## config.mk

```make
export PLATFORM = sky130hd
export DESIGN_NAME = mem_access_unit
export DESIGN_NICKNAME = d
export VERILOG_FILES = /design/src/rtl/mau_pkg.sv /design/src/rtl/mau_lane.sv /design/src/rtl/mem_access_unit.sv
export SDC_FILE = /design/constraint.sdc
export NUM_CORES = 1
export LEC_CHECK = 0
export CAP_MARGIN = 0
export CORE_ASPECT_RATIO = 1.25
export CORE_MARGIN = 2
export CORE_UTILIZATION = 56
export CTS_BUF_LIST = sky130_fd_sc_hd__clkbuf_8
export DETAILED_ROUTE_END_ITERATION = 6
export MAX_ROUTING_LAYER = met4
export PLACE_DENSITY = 0.89
export SLEW_MARGIN = 5
export SYNTH_ARGS = -nofsm -noshare
export SYNTH_HDL_FRONTEND = slang
export SYNTH_SLANG_ARGS = --single-unit
```

## constraint.sdc

```tcl
create_clock -name clk -period 4.3 [get_ports clk]
set_clock_uncertainty 0.15 [all_clocks]
set_input_delay 0.43 -clock clk [delete_from_list [all_inputs] [get_ports clk]]
set_output_delay 0.43 -clock clk [all_outputs]
set_load 0.005 [all_outputs]
```

## src/rtl/mau_pkg.sv

```systemverilog
// rtl/mau_pkg.sv - shared encodings and constants for the memory access unit
package mau_pkg;

    localparam int DATA_W = 32;

    typedef enum logic [1:0] {
        SIZE_BYTE = 2'b00,
        SIZE_HALF = 2'b01,
        SIZE_WORD = 2'b10,
        SIZE_ILL  = 2'b11
    } size_e;

    typedef enum logic [1:0] {
        ST_IDLE,
        ST_RD_WAIT,
        ST_WRITE,
        ST_RESP
    } state_e;

    // Size 11 is never legal; half and word must sit on their natural boundary.
    function automatic logic req_is_bad(input logic [1:0] size, input logic [1:0] offset);
        logic bad;
        bad = 1'b0;
        if (size == SIZE_ILL) begin
            bad = 1'b1;
        end else if (size == SIZE_HALF) begin
            bad = offset[0];
        end else if (size == SIZE_WORD) begin
            bad = (offset != 2'b00);
        end
        return bad;
    endfunction

endpackage

```

## src/rtl/mau_lane.sv

```systemverilog
// rtl/mau_lane.sv - byte-lane merge for sub-word stores and lane extract/extend for loads
module mau_lane
    import mau_pkg::*;
(
    input  logic [1:0]        offset,
    input  logic [1:0]        size,
    input  logic              is_signed,
    input  logic [DATA_W-1:0] wdata,
    input  logic [DATA_W-1:0] rdata,
    output logic [DATA_W-1:0] merged,
    output logic [DATA_W-1:0] extended
);

    logic [7:0]  byte_lane;
    logic [15:0] half_lane;

    always_comb begin
        byte_lane = rdata[{offset, 3'b000} +: 8];
        half_lane = rdata[{offset[1], 4'b0000} +: 16];

        merged = rdata;
        case (size)
            SIZE_BYTE: merged[{offset, 3'b000} +: 8]    = wdata[7:0];
            SIZE_HALF: merged[{offset[1], 4'b0000} +: 16] = wdata[15:0];
            SIZE_WORD: merged = wdata;
            default:   merged = rdata;
        endcase

        extended = '0;
        case (size)
            SIZE_BYTE: extended = {{24{is_signed & byte_lane[7]}}, byte_lane};
            SIZE_HALF: extended = {{16{is_signed & half_lane[15]}}, half_lane};
            SIZE_WORD: extended = rdata;
            default:   extended = '0;
        endcase
    end

endmodule

```

## src/rtl/mem_access_unit.sv

```systemverilog
// rtl/mem_access_unit.sv - load/store front end between execute stage and word-wide datamem
module mem_access_unit
    import mau_pkg::*;
#(
    parameter  int DM_AW  = 12,
    localparam int ADDR_W = DM_AW + 2
) (
    input  logic              clk,
    input  logic              rst,
    input  logic              req_valid,
    output logic              req_ready,
    input  logic              req_we,
    input  logic [1:0]        req_size,
    input  logic              req_signed,
    input  logic [ADDR_W-1:0] req_addr,
    input  logic [DATA_W-1:0] req_wdata,
    output logic              resp_valid,
    input  logic              resp_ready,
    output logic [DATA_W-1:0] resp_rdata,
    output logic              resp_err,
    output logic              we_DM,
    output logic [DM_AW-1:0]  addDM,
    output logic [DATA_W-1:0] dataDM,
    input  logic [DATA_W-1:0] outDM
);

    state_e              state_q, state_d;
    logic                lat_we_q, lat_we_d;
    logic [1:0]          lat_size_q, lat_size_d;
    logic                lat_signed_q, lat_signed_d;
    logic [1:0]          lat_off_q, lat_off_d;
    logic [DATA_W-1:0]   lat_wdata_q, lat_wdata_d;
    logic [DATA_W-1:0]   resp_rdata_q, resp_rdata_d;
    logic                resp_err_q, resp_err_d;
    logic [DM_AW-1:0]    add_dm_q, add_dm_d;
    logic [DATA_W-1:0]   data_dm_q, data_dm_d;

    logic                accept;
    logic                bad_req;
    logic [DATA_W-1:0]   lane_merged;
    logic [DATA_W-1:0]   lane_extended;

    mau_lane u_lane (
        .offset    (lat_off_q),
        .size      (lat_size_q),
        .is_signed (lat_signed_q),
        .wdata     (lat_wdata_q),
        .rdata     (outDM),
        .merged    (lane_merged),
        .extended  (lane_extended)
    );

    always_comb begin
        state_d      = state_q;
        lat_we_d     = lat_we_q;
        lat_size_d   = lat_size_q;
        lat_signed_d = lat_signed_q;
        lat_off_d    = lat_off_q;
        lat_wdata_d  = lat_wdata_q;
        resp_rdata_d = resp_rdata_q;
        resp_err_d   = resp_err_q;
        add_dm_d     = add_dm_q;
        data_dm_d    = data_dm_q;

        req_ready = (state_q == ST_IDLE);
        accept    = req_valid && req_ready;
        bad_req   = req_is_bad(req_size, req_addr[1:0]);

        case (state_q)
            ST_IDLE: begin
                if (accept) begin
                    lat_we_d     = req_we;
                    lat_size_d   = req_size;
                    lat_signed_d = req_signed;
                    lat_off_d    = req_addr[1:0];
                    lat_wdata_d  = req_wdata;
                    resp_rdata_d = '0;
                    resp_err_d   = bad_req;
                    if (bad_req) begin
                        state_d = ST_RESP;
                    end else begin
                        add_dm_d = req_addr[ADDR_W-1:2];
                        // Full-word stores need no read of the old contents.
                        if (req_we && (req_size == SIZE_WORD)) begin
                            data_dm_d = req_wdata;
                            state_d   = ST_WRITE;
                        end else begin
                            state_d = ST_RD_WAIT;
                        end
                    end
                end
            end
            ST_RD_WAIT: begin
                if (lat_we_q) begin
                    data_dm_d = lane_merged;
                    state_d   = ST_WRITE;
                end else begin
                    resp_rdata_d = lane_extended;
                    state_d      = ST_RESP;
                end
            end
            ST_WRITE: begin
                state_d = ST_RESP;
            end
            ST_RESP: begin
                if (resp_ready) begin
                    state_d = ST_IDLE;
                end
            end
            default: begin
                state_d = ST_IDLE;
            end
        endcase

        resp_valid = (state_q == ST_RESP);
        we_DM      = (state_q == ST_WRITE) && !rst;
        addDM      = add_dm_q;
        dataDM     = data_dm_q;
        resp_rdata = resp_rdata_q;
        resp_err   = resp_err_q;
    end

    always_ff @(posedge clk) begin
        if (rst) begin
            state_q      <= ST_IDLE;
            lat_we_q     <= 1'b0;
            lat_size_q   <= 2'b00;
            lat_signed_q <= 1'b0;
            lat_off_q    <= 2'b00;
            lat_wdata_q  <= '0;
            resp_rdata_q <= '0;
            resp_err_q   <= 1'b0;
            add_dm_q     <= '0;
            data_dm_q    <= '0;
        end else begin
            state_q      <= state_d;
            lat_we_q     <= lat_we_d;
            lat_size_q   <= lat_size_d;
            lat_signed_q <= lat_signed_d;
            lat_off_q    <= lat_off_d;
            lat_wdata_q  <= lat_wdata_d;
            resp_rdata_q <= resp_rdata_d;
            resp_err_q   <= resp_err_d;
            add_dm_q     <= add_dm_d;
            data_dm_q    <= data_dm_d;
        end
    end

endmodule
```

# Word-level counts from Yosys, hierarchy flattened
# Cells that the tools add are included.
# totals
out_inout_bits	80
word_cells	69
reg_bits	117
in_bits	86
# op_classes
shifts	6
eq_ne	14
reduce_logical	13
bitwise	3
add_sub_neg	2
n_mux	21
# ops
cell	count
32-bit two-way mux	6
32-bit one-hot mux with 3 select lines	2
32-bit one-hot mux with 2 select lines	2
32-bit bitwise mux	2
16-bit by 7-bit variable shift with 32-bit output (first input constant)	1
8-bit by 7-bit variable shift with 32-bit output (first input constant)	1
16-bit by 7-bit indexed part select with 32-bit output	1
32-bit by 6-bit indexed part select with 16-bit output	1
32-bit by 6-bit indexed part select with 8-bit output	1
8-bit by 7-bit indexed part select with 32-bit output	1
5-bit negation with 7-bit output	2
2-bit equality test (second input constant)	5
2-bit two-way mux	4
2-bit one-hot mux with 4 select lines	1
2-bit by 1-bit equality test with 1-bit output (second input constant)	3
2-bit by 1-bit != test with 1-bit output (second input constant)	3
2-bit != test (second input constant)	3
3-bit AND reduction	2
5-bit AND reduction	1
2-bit logical NOT	2
1-bit two-way mux	4
2-bit AND reduction	2
2-bit nonzero test	2
1-bit logical AND	3
3 further kinds	4

# Depth between registers and ports, before layout
# Gate-level depths: netlist of run 1.
# logic_depth
depth_word	7
depth_mapped	10

# Cells and area by module
# A second synthesis of run 1 with hierarchy kept.
# hier_totals
cells_unflattened	738
area_unflattened_um2	6322.3
# modules_own_cells
module	seq_area_each_um2	area_per_inst_um2	n_inst	cells_each
mem_access_unit	2342.2	4478.0	1	495
mau_lane	0.0	1844.3	1	243

# Worst setup path before layout of run 1
# OpenSTA, ideal clock, no wires.
# synth_timing
kind	register -> register
start	register lat_off_q[1]
end	register data_dm_q[22] (netlist: dataDM[22])
path_slack_ps	1741
t_arrival_ps	2330
setup_time_ps	79
path_stages_with_launch	11
period_less_slack_ps	2559
required_time_ps	4071
cell_sequence	dfxtp_1 buf_6 buf_2 clkinv_1 ha_1 or3b_1 buf_2 buf_6 o32ai_2 a32oi_1 a211oi_2
# synth_via
elab_chain_cells	6
word_cells_on_any_way	11
classes_between	2 x add/sub; 4 x shift; 5 x mux
# synth_lines
item	line_no	text
start: declaration	mem_access_unit.sv:31	logic [1:0] lat_off_q, lat_off_d;
start signal: assignment	mem_access_unit.sv:140	lat_off_q <= lat_off_d;
5-bit negation with 7-bit output, on equally long branches	mau_lane.sv:24, mau_lane.sv:23	
16-bit by 7-bit indexed part select with 32-bit output (tied with other cells)	mau_lane.sv:24	SIZE_HALF: merged[{offset[1], 4'b0000} +: 16] = wdata[15:0];
32-bit bitwise mux, on equally long branches	mau_lane.sv:24, mau_lane.sv:23	
32-bit one-hot mux with 3 select lines (*)	mau_lane.sv:22	case (size)
32-bit two-way mux (*)	mem_access_unit.sv:94	if (lat_we_q) begin
32-bit one-hot mux with 2 select lines (*)	mem_access_unit.sv:69	case (state_q)
end signal: assignment	mem_access_unit.sv:145	data_dm_q <= data_dm_d;
end: declaration	mem_access_unit.sv:36	logic [DATA_W-1:0] data_dm_q, data_dm_d;
# Every way passes the cells marked *; elsewhere a longest branch is shown, timed or not. The select of a mux whose other input is x is not followed.
# A chain may end at the register's enable or synchronous reset.

# Final worst setup path of run 1
# layout_timing
start	register lat_off_q[0]
end	register data_dm_q[19] (netlist: dataDM[19])
# layout_via
elab_chain_cells	6
word_cells_on_any_way	7
classes_between	1 x add/sub; 2 x shift; 4 x mux
# layout_lines
item	line_no	text
5-bit negation with 7-bit output (*)	mau_lane.sv:23	SIZE_BYTE: merged[{offset, 3'b000} +: 8] = wdata[7:0];
8-bit by 7-bit indexed part select with 32-bit output or 8-bit by 7-bit variable shift with 32-bit output (tied branches)	mau_lane.sv:23	
32-bit bitwise mux (*)	mau_lane.sv:23	
32-bit one-hot mux with 3 select lines (*)	mau_lane.sv:22	
32-bit two-way mux (*)	mem_access_unit.sv:94	
32-bit one-hot mux with 2 select lines (*)	mem_access_unit.sv:69	
# Marks and branches as above.

==> results of run 1 <==
-- power groups by stage --
stage / registers (W) / logic [W] / clock network (W)
2_1_floorplan: 0.00145 / 0.00132 / 0
3_3_place_gp: 0.00152 / 0.00190 / 0
3_5_place_dp: 0.00152 / 0.00194 / 0
4_1_cts: 0.00150 / 0.00196 / 0.00108
5_1_grt: 0.00153 / 0.00216 / 0.00114
6_report: 0.00151 / 0.00199 / 0.00109
-- metal layers --
layer  up-vias  track usage  part of all wire
met4         0       0.1733             0.043
met1      3434       0.4517              0.38
met5         -            -                 0
met2       489       0.5466              0.46
li1       3380            -                 -
met3        96      0.08004              0.12
-- state kept, by name (all words and copies together), names as in the netlist --
| register | cells |
|---|---|
| lat_we_q | 1 |
| lat_size_q | 2 |
| lat_wdata_q | 32 |
| resp_rdata | 32 |
| addDM | 12 |
| resp_err | 1 |
| lat_off_q | 2 |
| lat_signed_q | 1 |
| dataDM | 32 |
| state_q | 2 |
-- path summary, 6_finish.rpt --
path,from,end,slack [ps],depth (start not counted)
worst min-delay path,resp_rdata[11]$_SDFFE_PP0P_,resp_rdata[11]$_SDFFE_PP0P_,300,2
worst min register to register,resp_rdata[11]$_SDFFE_PP0P_,resp_rdata[11]$_SDFFE_PP0P_,300,2
worst max register to register,lat_off_q[0]$_SDFFE_PP0P_,dataDM[19]$_SDFFE_PP0P_,1050,6
worst max-delay path,lat_off_q[0]$_SDFFE_PP0P_,dataDM[19]$_SDFFE_PP0P_,1050,6
-- placed cells by master (no fill, tap or decap), types with 3 or more instances in the layout --
| master | count |
|---|---|
| nor2b_1 | 20 |
| a22oi_1 | 15 |
| o21ai_1 | 34 |
| mux2i_1 | 14 |
| a221o_1 | 8 |
| bufinv_16 | 3 |
| a31oi_1 | 17 |
| ha_1 | 9 |
| a21oi_2 | 3 |
| and2_1 | 3 |
| a32o_1 | 7 |
| a311oi_1 | 15 |
| mux2_2 | 8 |
| a221oi_2 | 8 |
| nor4bb_1 | 9 |
| a21o_1 | 14 |
| a22o_1 | 17 |
| o21a_1 | 10 |
| o211ai_1 | 15 |
| clkinv_2 | 4 |
| a21oi_1 | 92 |
| clkbuf_8 | 21 |
| nor2_1 | 13 |
| nand3_1 | 21 |
| o22ai_2 | 7 |
| nand2b_1 | 4 |
| a211oi_1 | 16 |
| nand2_1 | 122 |
| clkdlybuf4s50_1 | 164 |
| buf_4 | 11 |
| o22ai_1 | 26 |
| inv_1 | 29 |
| o32ai_1 | 6 |
| o21ai_0 | 25 |
| mux2_1 | 5 |
| dfxtp_1 | 115 |
| a32oi_1 | 15 |
-- through the flow --
stage	std cells	hold slack, ps	cell area [um2]
floorplan	851	285.7	6960
global placement	1100	287.4	8434
detailed placement	1100	291.5	8434
CTS	1130	301.4	8850
global route	1130	322.8	8850
finish	1130	300.2	8850
-- cells by family (layout without fill, tap and decap cells) --
logic type,count (synthesis),after routing,share of synthesized area
adder cells (fa/ha/maj),9,9,0.01618
buffers and inverters,122,237,0.08341
AO/OA/AOI/OAI,364,364,0.3667
multiplexers,29,29,0.04764
AND/OR/NAND/NOR,210,210,0.1496
flip-flops,117,117,0.3365
-- cell type report --
cell class	count	area [um2]
flip-flops and latches	117	2345
repair buffers	176	1729
clock inverters	9	126.4
multi-input cells	612	4039
well taps	164	205.2
inverters	31	116.4
clock buffers	21	289.0
fillers	926	3312
-- worst max-delay path: stages (launching register included) --
cell and delay (ps):
dfxtp_1 960, inv_1 200, ha_1 390, or3b_1 650, o32ai_1 390, a32oi_1 90, a211oi_1 300
==> flow_metrics.env, run 1 <==
export IMPL_cts_resized_gates=0
export IMPL_dp_slack_ps=1183
export IMPL_period_needed_ps=3246
export IMPL_drc=0
export IMPL_syn_area_um2=6960
export IMPL_p_int_w=0.002772
export IMPL_insertion_delay_ps=450
export IMPL_power_frac_comb=0.434
export IMPL_cts_htree_levels=4
export IMPL_synthFlopType="dfxtp_1"
export IMPL_nets=1050
export IMPL_critical_path_class="reg2reg"
export IMPL_netlist_top_cells_area="dfxtp_1 34%, a21oi_1 6.6%, nand2_1 6.6%, o21ai_1 2.4%, o22ai_1 2.3%"
export IMPL_cts_reportedPaths_clkPinSlew_ps=70
export IMPL_worstPathArrival_ps=3440
export IMPL_ys_warn_count=0
export IMPL_area_growth_syn_to_layout_pct=27.14
export IMPL_total_power_w=0.004591
export IMPL_maxCapViolations=0
export IMPL_fp_row_count=45
export IMPL_yosys_area_top_type="dfxtp_1"
export IMPL_start_kind="register"
export IMPL_post_dp_hpwl_mm=15.75
export IMPL_die_y_um=128.6
export IMPL_synth_top_cells_by_count="122 x nand2_1, 117 x dfxtp_1, 92 x a21oi_1"
export IMPL_drt_vias_per_instance=6.548
export IMPL_initial_core_util=0.5723
export IMPL_antenna_cells=0
export IMPL_gp_congestion=1.001
export IMPL_dr_pass1_iters=6
export IMPL_syn_inst=851
export IMPL_max_freq_mhz=308.1
export IMPL_core_um2=12160
export IMPL_p_switching_w=0.001819
export IMPL_seqPwrFrac=0.330
export IMPL_grt_overflow_total=0
export IMPL_grt_start_max_net_pins=65
export IMPL_port_buffers=165
export IMPL_slew_headroom=0.3034
export IMPL_rsz0062_at_grt="false"
export IMPL_crit_fanout=27
export IMPL_power_switching_share=0.3962
export IMPL_avgSynthCellArea_um2=8.179
export IMPL_async_flop_share=0
export IMPL_slew_violations=0
export IMPL_yosysUniqueCellTypes=66
export IMPL_grt_pass1_wl_mm=36.87
export IMPL_synth_nets=946
export IMPL_clock_tree_buffer_depth=2
export IMPL_p_clk_frac=0.236
export IMPL_synth_top_area_share=0.3365
export IMPL_final_setup_worst_slack_ps=1054
export IMPL_setup_violations=0
export IMPL_fin_crit_sh=0.7548
export IMPL_drive_gt1_frac=0.08903
export IMPL_antenna_left=0
export IMPL_antenna_found_initial=0
export IMPL_dieArea_um2=13340
export IMPL_fin_util=0.7277
export IMPL_cellLeakagePower_nw=3.034
export IMPL_cts_root_buffer="clkbuf_8"
export IMPL_peakVddDrop_mv=0.3541
export IMPL_num_io_pins=166
export IMPL_tightest_slew_ps=1045
export IMPL_cp_data_required_time_ps=4500
export IMPL_power_density_nw_per_um2=518.8
export IMPL_synth_edff_count=0
export IMPL_outcome="completed"
export IMPL_cts_buffers=17
export IMPL_ys_seq_area_frac=0.3365
export IMPL_hold_buffers=0
export IMPL_finalWirelength_mm=23.37
export IMPL_grt_pass1_vias=6939
export IMPL_grt_usage=0.3580
export IMPL_finalSetupTns_ps=0
export IMPL_drt_iter0_drc=902
export IMPL_vias=7399
export IMPL_postCtsSetupRepairBufs=0
export IMPL_hold_viol=0
export IMPL_fp_dieW_um=103.7
export IMPL_cts_tree="yes"
export IMPL_synth_most_common_cell="nand2_1"
export IMPL_ys_seq_elements=117
export IMPL_wl_per_cell_um=20.68
export IMPL_hold_path_class="reg2reg"
export IMPL_cts_sinks=117
export IMPL_end_kind="register"
No activity file was read; power rests on OpenSTA's default activity.
==> inputs of run 2 (changes only) <==
--- a/config.mk
+++ b/config.mk
@@ -8,11 +8,11 @@
 export CAP_MARGIN = 0
 export CORE_ASPECT_RATIO = 1.25
 export CORE_MARGIN = 2
-export CORE_UTILIZATION = 56
+export CORE_UTILIZATION = 52
 export CTS_BUF_LIST = sky130_fd_sc_hd__clkbuf_8
 export DETAILED_ROUTE_END_ITERATION = 6
 export MAX_ROUTING_LAYER = met4
-export PLACE_DENSITY = 0.89
+export PLACE_DENSITY = 0.83
 export SLEW_MARGIN = 5
 export SYNTH_ARGS = -nofsm -noshare
 export SYNTH_HDL_FRONTEND = slang
==> constraint.sdc (replaced) <==
create_clock -name clk -period 3 [get_ports clk]
set_clock_uncertainty 0.15 [all_clocks]
set_input_delay 0.3 -clock clk [delete_from_list [all_inputs] [get_ports clk]]
set_output_delay 0.3 -clock clk [all_outputs]
set_load 0.005 [all_outputs]
==> run 2 against run 1 <==
- core utilization down 4.3 points
- critical endpoint is now dataDM[25]$_SDFFE_PP0P_
- clock power increased by 61%
- largest power group unchanged
- global-route usage decreased by 3.0 points
- die area up 7.4%
==> flow_metrics.env, run 2 (same netlist as run 1, synthesis figures left out) <==
export IMPL_cts_root_buffer="clkbuf_8"
export IMPL_clock_tree_buffer_depth=2
export IMPL_tightest_slew_ps=881.2
export IMPL_cp_data_required_time_ps=3200
export IMPL_cts_buffers=17
export IMPL_postCtsSetupRepairBufs=0
export IMPL_num_io_pins=166
export IMPL_fp_row_count=47
export IMPL_grt_pass1_vias=6762
export IMPL_worstPathArrival_ps=2840
export IMPL_crit_fanout=11
export IMPL_fp_dieW_um=107.5
export IMPL_dr_pass1_iters=6
export IMPL_slowest_delay_ps=740
export IMPL_initial_core_util=0.5284
export IMPL_power_frac_comb=0.429
export IMPL_core_um2=13170
export IMPL_insertion_delay_ps=450
export IMPL_dp_slack_ps=454.2
export IMPL_hold_path_class="in2reg"
export IMPL_final_setup_worst_slack_ps=356.4
export IMPL_cts_reportedPaths_clkPinSlew_ps=80
export IMPL_final_common_cell="clkdlybuf4s50_1"
export IMPL_slew_violations=0
export IMPL_drive_gt1_frac=0.1008
export IMPL_antenna_found_initial=0
export IMPL_fin_crit_sh=0.8812
export IMPL_mostFrequentLayoutCells="164 x clkdlybuf4s50_1, 122 x nand2_1, 115 x dfxtp_1"
export IMPL_p_clk_frac=0.257
export IMPL_start_kind="register"
export IMPL_end_kind="register"
export IMPL_antenna_cells=0
export IMPL_dieArea_um2=14330
export IMPL_rsz0062_at_grt="false"
export IMPL_nets=1064
export IMPL_cts_htree_levels=4
export IMPL_gp_congestion=1.041
export IMPL_wl_per_cell_um=20.04
export IMPL_finalWirelength_mm=23.11
export IMPL_finalSetupTns_ps=0
export IMPL_grt_overflow_total=0
export IMPL_port_buffers=165
export IMPL_drt_vias_per_instance=6.352
export IMPL_hold_slack_ps=252.7
export IMPL_grt_pass1_wl_mm=36.25
export IMPL_antenna_left=0
export IMPL_peakVddDrop_mv=0.6843
export IMPL_grt_start_max_net_pins=65
export IMPL_p_switching_w=0.002632
export IMPL_crit_chain="clkinv_1, ha_1, or4b_1, o22ai_2, nand2_1, a311oi_1"
export IMPL_hold_buffers=0
export IMPL_critical_path_class="reg2reg"
export IMPL_max_freq_mhz=378.3
export IMPL_period_needed_ps=2644
export IMPL_setup_violations=0
export IMPL_die_y_um=133.4
export IMPL_seqPwrFrac=0.313
export IMPL_post_dp_hpwl_mm=15.86
export IMPL_area_growth_syn_to_layout_pct=29.66
export IMPL_power_density_nw_per_um2=759.7
export IMPL_worst_path_dominant_cell_family="simple AND/OR/NAND/NOR gates"
export IMPL_drc=0
export IMPL_cts_sinks=117
export IMPL_cellLeakagePower_nw=3.139
export IMPL_cts_resized_gates=0
export IMPL_grt_usage=0.3283
export IMPL_power_switching_share=0.3838
export IMPL_hold_viol=0
export IMPL_p_int_w=0.004225
export IMPL_cp_slowest_cell="or4b_1"
export IMPL_outcome="completed"
export IMPL_crit_buf_inv=1
export IMPL_maxCapViolations=0
export IMPL_vias=7324
export IMPL_cts_tree="yes"
export IMPL_drt_iter0_drc=834
export IMPL_slew_headroom=0.4125
run 2: final cells by class:
cell class	count	area [um2]
Tap cell	171	214.0
Clock inverter	10	175.2
Timing Repair Buffer	190	1834
Sequential cell	117	2345
Fill cell	1068	4148
Clock buffer	22	302.8
Multi-Input combinational cell	612	4038
Inverter	31	116.4
run 2: metal layers:
metal | vias up | part of all wire | global-route usage
met5 | - | 0 | -
met4 | 0 | 0.027 | 0.1275
met3 | 53 | 0.089 | 0.06115
met2 | 414 | 0.47 | 0.4941
met1 | 3449 | 0.41 | 0.4366
li1 | 3408 | - | -
run 2: metrics by stage:
stage	instance area [um2]	power, W	util	cells
after floorplan	6960	0.003970	-	851
after global placement	8547	0.004979	0.6488	1121
after detailed placement	8547	0.005028	0.6488	1121
after CTS	9025	0.006792	0.6851	1153
after global routing	9025	0.007178	0.6851	1153
final	9025	0.006856	0.6851	1153
run 2: power by group through the flow:
stage	logic, W	registers (W)	clock network (W)
6_report	0.00294	0.00215	0.00176
5_1_grt	0.00317	0.00217	0.00183
4_1_cts	0.00290	0.00213	0.00176
3_5_place_dp	0.00287	0.00216	0
3_3_place_gp	0.00282	0.00216	0
2_1_floorplan	0.00189	0.00208	0
run 2: tightest hold or removal path, stage by stage:
cell             delay [ps]
clkdlybuf4s50_1         390
nand3_1                  60
a21oi_1                  50
run 2: path summary, 6_finish.rpt:
path	to	startpoint	depth (start not counted)	slack (ps)
max	dataDM[25]$_SDFFE_PP0P_	lat_off_q[1]$_SDFFE_PP0P_	6	360
min	addDM[10]$_SDFFE_PP0P_	req_addr[12]	3	250
max reg2reg	dataDM[25]$_SDFFE_PP0P_	lat_off_q[1]$_SDFFE_PP0P_	6	360
min reg2reg	resp_rdata[11]$_SDFFE_PP0P_	resp_rdata[11]$_SDFFE_PP0P_	2	300
